**src/rtl/fwd_scoreboard_pkg.sv**
```systemverilog
// ============================================================================
// fwd_pkg : shared types, constants and helpers for the forwarding scoreboard
// Rev 1.0 : initial release
// ============================================================================
`default_nettype none

package fwd_pkg;

  // Select value meaning "read the register file"
  localparam int FWD_RF = 0;

  // Tracker fields are sized for the widest configuration; narrower ports zero-extend.
  localparam int FWD_AW_MAX = 8;
  localparam int FWD_LW_MAX = 8;

  typedef struct packed {
    logic                  valid;
    logic [FWD_AW_MAX-1:0] dst;
    logic [FWD_LW_MAX-1:0] lat;
  } fwd_entry_t;

  function automatic logic [FWD_LW_MAX-1:0] fwd_clamp(
    input logic [FWD_LW_MAX-1:0] lat,
    input int unsigned           depth
  );
    logic [FWD_LW_MAX-1:0] lim;
    lim = FWD_LW_MAX'(depth);
    if (lat == '0) begin
      return FWD_LW_MAX'(1);
    end else if (lat > lim) begin
      return lim;
    end
    return lat;
  endfunction

endpackage

`default_nettype wire

```
**src/rtl/fwd_scoreboard_match.sv**
```systemverilog
// ============================================================================
// fwd_match : youngest-match search of one source operand over the tracker
// Rev 1.0 : initial release
// ============================================================================
`default_nettype none

module fwd_match
  import fwd_pkg::*;
#(
  parameter int DEPTH = 3,
  parameter int SEL_W = 2
) (
  input  fwd_entry_t [DEPTH-1:0] entries,
  input  logic [FWD_AW_MAX-1:0]  src,
  input  logic                   used,
  output logic                   hazard,
  output logic [SEL_W-1:0]       sel
);

  logic                  hit;
  int                    hit_j;
  logic [FWD_LW_MAX-1:0] hit_lat;

  always_comb begin
    hit     = 1'b0;
    hit_j   = 0;
    hit_lat = '0;
    // Walk oldest to youngest so the youngest match overrides older ones
    for (int k = DEPTH - 1; k >= 0; k--) begin
      if (entries[k].valid && (entries[k].dst == src)) begin
        hit     = 1'b1;
        hit_j   = k + 1;
        hit_lat = entries[k].lat;
      end
    end
  end

  always_comb begin
    hazard = 1'b0;
    sel    = SEL_W'(FWD_RF);
    if (used && hit) begin
      if (hit_j >= int'(hit_lat)) begin
        sel = SEL_W'(hit_j);
      end else begin
        hazard = 1'b1;
      end
    end
  end

endmodule

`default_nettype wire

```
**src/rtl/fwd_scoreboard.sv**
```systemverilog
// ============================================================================
// fwd_scoreboard : in-flight writer tracker, forwarding select and load-use stall
// Rev 1.0 : initial release
// ============================================================================
`default_nettype none

module fwd_scoreboard
  import fwd_pkg::*;
#(
  parameter int REG_AW  = 5,
  parameter int NUM_SRC = 2,
  parameter int DEPTH   = 3,
  parameter int LAT_W   = 2,
  parameter int SEL_W   = $clog2(DEPTH + 1)
) (
  input  logic                       clk,
  input  logic                       rstn,
  input  logic                       id_valid,
  input  logic [NUM_SRC*REG_AW-1:0]  id_src,
  input  logic [NUM_SRC-1:0]         id_src_used,
  input  logic                       id_reg_write,
  input  logic [REG_AW-1:0]          id_dst,
  input  logic [LAT_W-1:0]           id_lat,
  input  logic                       flush,
  output logic                       stall,
  output logic [NUM_SRC*SEL_W-1:0]   ex_fwd_sel,
  output logic [15:0]                stall_cnt
);

  fwd_entry_t [DEPTH-1:0]     entries_q, entries_d;
  logic [NUM_SRC*SEL_W-1:0]   ex_fwd_sel_q, ex_fwd_sel_d;
  logic [15:0]                stall_cnt_q, stall_cnt_d;

  logic [NUM_SRC-1:0]         hazard;
  logic [NUM_SRC*SEL_W-1:0]   sel_w;
  logic                       issue;

  generate
    for (genvar i = 0; i < NUM_SRC; i++) begin : g_src
      logic [FWD_AW_MAX-1:0] src_ext;
      logic                  src_live;

      assign src_ext  = FWD_AW_MAX'(id_src[i*REG_AW +: REG_AW]);
      assign src_live = id_src_used[i] && (src_ext != '0);

      fwd_match #(
        .DEPTH (DEPTH),
        .SEL_W (SEL_W)
      ) u_match (
        .entries (entries_q),
        .src     (src_ext),
        .used    (src_live),
        .hazard  (hazard[i]),
        .sel     (sel_w[i*SEL_W +: SEL_W])
      );
    end
  endgenerate

  assign stall = id_valid && !flush && (|hazard);
  assign issue = id_valid && !stall && !flush;

  always_comb begin
    entries_d = '0;
    for (int k = 1; k < DEPTH; k++) begin
      entries_d[k] = entries_q[k-1];
    end
    // Entry 0 takes the issuing instruction, or a bubble
    if (issue) begin
      entries_d[0].valid = id_reg_write && (id_dst != '0);
      entries_d[0].dst   = FWD_AW_MAX'(id_dst);
      entries_d[0].lat   = fwd_clamp(FWD_LW_MAX'(id_lat), DEPTH);
    end

    ex_fwd_sel_d = issue ? sel_w : '0;

    stall_cnt_d = stall_cnt_q;
    if (stall && (stall_cnt_q != 16'hFFFF)) begin
      stall_cnt_d = stall_cnt_q + 16'd1;
    end
  end

  always_ff @(posedge clk or negedge rstn) begin
    if (!rstn) begin
      entries_q    <= '0;
      ex_fwd_sel_q <= '0;
      stall_cnt_q  <= '0;
    end else begin
      entries_q    <= entries_d;
      ex_fwd_sel_q <= ex_fwd_sel_d;
      stall_cnt_q  <= stall_cnt_d;
    end
  end

  assign ex_fwd_sel = ex_fwd_sel_q;
  assign stall_cnt  = stall_cnt_q;

endmodule

`default_nettype wire

```
**config.mk**
```make
export PLATFORM = sky130hd
export DESIGN_NAME = fwd_scoreboard
export DESIGN_NICKNAME = d
export VERILOG_FILES = /design/src/rtl/fwd_scoreboard_pkg.sv /design/src/rtl/fwd_scoreboard_match.sv /design/src/rtl/fwd_scoreboard.sv
export SDC_FILE = /design/constraint.sdc
export NUM_CORES = 1
export LEC_CHECK = 0
export CAP_MARGIN = 15
export CORE_UTILIZATION = 52
export DETAILED_ROUTE_END_ITERATION = 16
export GPL_TIMING_DRIVEN = 0
export PLACE_DENSITY = 0.87
export SLEW_MARGIN = 5
export SYNTH_ARGS = -nofsm -noshare
export SYNTH_HDL_FRONTEND = slang
export SYNTH_SLANG_ARGS = --single-unit
export TNS_END_PERCENT = 50
```
**constraint.sdc**
```tcl
create_clock -name clk -period 5.1 [get_ports clk]
set_input_delay 1.02 -clock clk [delete_from_list [all_inputs] [get_ports clk]]
set_output_delay 1.02 -clock clk [all_outputs]
set_load 0.02 [all_outputs]
```
Word-level counts from Yosys, hierarchy flattened
Cells that the tools add are included.

operators by class
  bitwise gates (word level) = 0
  div/mod/pow operators = 0
  muxes and demuxes = 32
  magnitude comparators = 2
  multiply operators = 0
  add/subtract/negate cells = 1
  eq/ne operators = 7
  shift operators = 0
  reduce and logical (&&, ||, !) cells = 23

operator list
  cell                                                             number
  8-bit 2-to-1 mux                                                 8
  8-bit by 5-bit equality test with 1-bit output                   6
  2-bit 2-to-1 mux                                                 10
  17-bit 2-to-1 mux                                                1
  16-bit by 1-bit adder with 16-bit output, second input constant  1
  2-bit by 8-bit >= comparator with 1-bit output                   2
  1-bit logical AND                                                16
  16-bit != test, second input constant                            1
  8-bit nonzero test                                               2
  1-bit 2-to-1 mux                                                 12
  5-bit nonzero test                                               1
  4-bit 2-to-1 mux                                                 1
  1-bit logical NOT                                                2
  2-bit logical NOT                                                1
  2-bit OR reduction                                               1

word-level totals
  memory bits (read-only) = 0
  register bits = 71
  logic and storage cells = 76
  latch bits = 0
  output and inout bits = 21
  memories kept = 0
  input bits = 24
  RAM bits = 0

Longest topological paths before layout
  word-level depth = 16
  depth in mapped cells = 13
  gate-level depth less buffers = 12

Modules after synthesis
From an unflattened synthesis, not the netlist that was laid out.

unflattened totals
  cells, all modules = 274
  area total of the unflattened synthesis = 2745.1 µm²

modules (own cells, without submodules)
  module          area an instance (µm²)  times used  cells each  sequential area each (µm²)
  fwd_scoreboard  1641.6                  1           124         1101.1
  fwd_match       551.8                   2           75          0.0

Worst setup path after synthesis
Ideal clock, no wire load.

  kind = input to output
  start = in id_src[8]
  end = out stall
  slack = 0.401 ns
  path buffers = 1
  cell stages on the path = 12
  arrival time = 3.679 ns
  data required time = 4.080 ns
  cell sequence = xor2_1 -> nor4_1 -> and3_1 -> nor2b_1 -> a22oi_1 -> o21ai_0 -> ha_1 -> or2b_2 -> a211oi_1 -> o31ai_4 -> buf_6 -> a21oi_1

between the ends
  longest elaborated chain between the ends = 10
  elaborated cells on any way between the ends = 23
  classes of those cells = order compare (1); eq/ne (3); mux (11); reduce/logical (8)

ends and longest elaborated chain
  element                                                            line                        text
  start: declaration                                                 fwd_scoreboard.sv:19        input logic [NUM_SRC*REG_AW-1:0] id_src,
  8-bit by 5-bit equality test with 1-bit output                     fwd_scoreboard_match.sv:30  if (entries[k].valid && (entries[k].dst == src)) begin
  1-bit logical AND                                                  fwd_scoreboard_match.sv:30
  2-bit 2-to-1 mux or 8-bit 2-to-1 mux (tied branches) (3 in a row)  fwd_scoreboard_match.sv:30
  2-bit by 8-bit >= comparator with 1-bit output                     fwd_scoreboard_match.sv:42  if (hit_j >= int'(hit_lat)) begin
  1-bit 2-to-1 mux                                                   fwd_scoreboard_match.sv:42
  1-bit 2-to-1 mux (*)                                               fwd_scoreboard_match.sv:41  if (used && hit) begin
  2-bit OR reduction (*)                                             fwd_scoreboard.sv:59        assign stall = id_valid && !flush && (|hazard);
  1-bit logical AND (*)                                              fwd_scoreboard.sv:59
  end: declaration                                                   fwd_scoreboard.sv:25        output logic stall,

Mark *: on every way between the ends. The rest lies on a longest branch, timed or not.

Worst setup path after layout
  start = in id_src[7]
  end = out stall

The elaborated chain is that of the path after synthesis.

==> results.py <==
metrics = {
    "status": {
        "outcome": "complete, no violations",
    },
    "floorplan": {
        "dieWidth_um": 69.2,
        "start_util_pct": 54.0,
        "rows": 24,
        "die_area_mm2": 0.00479,
        "core_area_mm2": 0.00435,
        "die_h_um": 69.2,
        "ios": 45,
    },
    "worst_hold_path": {
        "min_path_type": "reg2reg",
    },
    "pwr": {
        "power_leakage_uw": 0.00142,
        "clockPowerShare_pct": 39.9,
        "p_seq_share_pct": 51.0,
        "p_sw_share_pct": 23.3,
        "p_comb_share_pct": 9.1,
        "intPower_uw": 546,
        "power.density_mw_per_mm2": 230,
        "peakVddDrop_mv": 0.148,
        "p_sw_uw": 166,
    },
    "cells_and_area": {
        "num_antenna_cells": 0,
        "final_layout_size_suffix_gt1_share_pct": 17.5,
        "finalNetCount": 297,
        "final_cells": 321,
        "layout.area.seq_mm2": 0.00110,
        "nFillCells": 305,
        "syn_to_final_growth_pct": 31.3,
        "multiInputGateArea_mm2": 0.00122,
    },
    "global_routing": {
        "grt_pass1_vias": 1834,
        "gr-max-usage-layer": "met2",
        "grt_usage_pct": 23.7,
        "use_met1_pct": 30.7,
        "grt_use_met2_pct": 38.0,
        "grt_util_met3_pct": 5.23,
        "grt_max_degree": 29,
        "grt_pass1_wl_mm": 8.75,
        "antenna_found_initial": 0,
        "gr-total-overflow": 0,
    },
    "yosys": {
        "ys_ff_latch": 44,
        "yosysUniqueCellTypes": 37,
        "synth.top_cell.area_share_pct": 46.8,
        "yosysSeqAreaShare_pct": 46.8,
        "synthCells": 210,
        "synth_nets": 239,
        "syn_area_mm2": 0.00235,
        "netlist_top_cells_area": "dfrtp_1 47%, xor2_1 13%, xnor2_1 3.0%",
        "syn_area_per_cell_um2": 11.2,
        "yosysTopAreaCell": "dfrtp_1",
        "ys_warn_count": 0,
    },
    "route": {
        "first_pass_iters": 4,
        "post_drt_wl_per_cell_um": 16.4,
        "first_iter_violations": 71,
        "vias_per_cell": 5.70,
        "routed_wl_mm": 5.27,
        "drc": 0,
        "num_vias": 1830,
        "ant_nets": 0,
    },
    "setup_path": {
        "reg2reg_from": "entries_d[27]",
        "required_ns": 4.08,
        "worstReg2RegEnd": "stall_cnt[11]",
        "regToRegSetupSlack_ns": 1.60,
        "worstSetupEndpoint": "stall",
        "start_kind": "primary input",
        "reg2regPathDepth": 13,
        "crit_type": "in2out",
        "endpoint_kind": "primary output",
        "path_max_fanout": 10,
        "cp-startpoint": "id_src[7]",
        "crit_arrival_ns": 3.90,
    },
    "clock_network": {
        "cts_buffer_depth": 2,
        "clk_latency_ns": 0.31,
        "ctsHtreeMaxLevel": 2,
        "hold_buffers": 0,
        "ctsRootBufferMaster": "clkbuf_8",
        "cts_buffers": 5,
        "tritoncts": "yes",
        "clkTransAtPathRegs_ns": 0.08,
        "clock-sinks": 44,
    },
    "place": {
        "port_buffers": 44,
        "placed_cells": 307,
        "globalplace.congestion": 0.820,
        "dp_hpwl_mm": 3.59,
    },
    "sta": {
        "max_clock_freq_mhz": 203,
        "tightest_slew_ns": 0.504,
        "setup_tns_ns": 0,
        "fin_crit_ns": 4.92,
        "slew_headroom_pct": 65.5,
        "fin_skew_ns": 0.00447,
        "period_share_pct": 96.4,
        "setup_violations": 0,
        "hold_viol": 0,
        "maxSlewViolCount": 0,
        "rsz0062_at_grt": "no",
    },
    "flow_run": {
        "cap_viol_max_count": 0,
    },
}
-- worst min path at each step --
stage                  start             to  slack [ns]  cells past startpoint
2_1_floorplan  entries_d[33]  entries_d[50]        0.36                      0
3_3_place_gp   entries_d[50]  entries_q[50]        0.37                      0
3_5_place_dp   entries_d[50]  entries_q[50]        0.37                      0
4_1_cts        entries_d[50]  entries_q[50]        0.39                      0
5_1_grt        entries_d[50]  entries_q[50]        0.40                      0
6_report       entries_d[50]  entries_q[50]        0.39                      0
-- critical path: stages --
cell and delay [ns]:
dlygate4sd2_1 0.31, xor2_1 0.17, nor4_1 0.45, and3_1 0.25, buf_6 0.14, nand2_1 0.05
o21ai_0 0.07, ha_1 0.24, or2b_2 0.33, a211oi_4 0.26, o31ai_4 0.13, buf_6 0.18
a21oi_2 0.15, buf_4 0.15
-- power by group through the flow --
stage / sequential [uW] / combinational (uW) / clock, uW
detailed placement: 370 / 61.9 / 0
global route: 364 / 71.0 / 305
global placement: 369 / 59.0 / 0
floorplan: 369 / 24.7 / 0
CTS: 363 / 62.3 / 286
finish: 363 / 64.7 / 284
-- cells by family (layout without fill, tap and decap cells) --
| group | count (synthesis) | in the layout | share of synthesized area (%) |
|---|---|---|---|
| AO/OA/AOI/OAI | 33 | 33 | 13.7 |
| adder cells (fa/ha/maj) | 5 | 5 | 2.66 |
| buffers and inverters | 15 | 74 | 3.67 |
| multiplexers | 4 | 4 | 2.13 |
| XOR/XNOR | 44 | 44 | 16.4 |
| AND/OR/NAND/NOR | 65 | 65 | 14.6 |
| flip-flops | 44 | 44 | 46.8 |
-- placed cells by master (no fill, tap or decap), types with 5 or more instances in the layout --
cell             instances
inv_1                   10
nand2_1                 12
xnor2_1                  8
clkbuf_8                 6
xor2_1                  36
and3_1                   5
dfrtp_1                 44
ha_1                     5
a2111oi_0                5
dlygate4sd2_1            8
buf_4                    9
nor2_1                  15
o21ai_0                  5
clkdlybuf4s50_1         33
-- metal layers --
layer | up-vias | wire [um]
met4 | 0 | 139
met5 | - | 0
li1 | 858 | -
met2 | 59 | 2590
met3 | 13 | 251
met1 | 900 | 2290
-- area by class of cell --
| type | count | area share [%] |
|---|---|---|
| Clock buffer | 6 | 2.67 |
| Tap cell | 52 | 2.11 |
| Timing Repair Buffer | 51 | 15.9 |
| Multi-Input combinational cell | 151 | 39.6 |
| Buffer | 5 | 1.58 |
| Clock inverter | 2 | 1.26 |
| Inverter | 10 | 1.22 |
| Sequential cell | 44 | 35.7 |
-- sequential cells by signal, indices dropped and copies added, names as in the netlist --
signal	flops
entries_d	16
stall_cnt	16
entries_q	8
ex_fwd_sel	4
-- cell usage after synthesis --
| cell | count |
|---|---|
| a2111oi_1 | 2 |
| nand3_1 | 4 |
| and2_1 | 1 |
| xnor2_1 | 8 |
| or4_1 | 2 |
| and3_1 | 8 |
| nand2_1 | 12 |
| dfrtp_1 | 44 |
| nor2b_1 | 3 |
| nor4_1 | 6 |
| a2111oi_4 | 2 |
| mux2_4 | 2 |
| a22oi_1 | 2 |
| mux2i_1 | 2 |
| or2_1 | 1 |
| a2111oi_0 | 5 |
| o21ai_0 | 5 |
| buf_4 | 2 |
| nor2_1 | 15 |
| nand3_2 | 2 |
| and4_1 | 1 |
| ha_1 | 5 |
| xor2_1 | 36 |
| o31ai_4 | 2 |
| or2b_2 | 1 |
| nor3_1 | 4 |
| a211oi_1 | 5 |
| nand2b_1 | 3 |
| a21oi_2 | 1 |
| a211oi_2 | 1 |
| o21ai_2 | 1 |
| nand4_1 | 2 |
| buf_6 | 3 |
| a21oi_1 | 4 |
| inv_1 | 10 |
| a2111oi_2 | 1 |
| a22o_1 | 2 |
-- repair_timing --
item	4_1_cts	5_1_grt
endpoints found under the hold margin	0	0
pin swaps	5	5
resized for setup	20	8
setup buffers	6	0
cloned	0	0
endpoints found under the setup margin	1	1
-- stage by stage --
step                power, uW  cell area (um^2)  hold WS [ns]  worst slack [ns]  utilization [%]
finish                    712              3090         0.390             0.183             70.9
global route              740              3090         0.404            0.0141             70.9
detailed placement        432              2870         0.371            -0.955             65.9
floorplan                 393              2350         0.359             0.401                -
global placement          428              2860         0.368            -0.903             65.6
CTS                       712              3060         0.392            0.0239             70.3
Note: power is estimated with default switching activity, not from simulation.
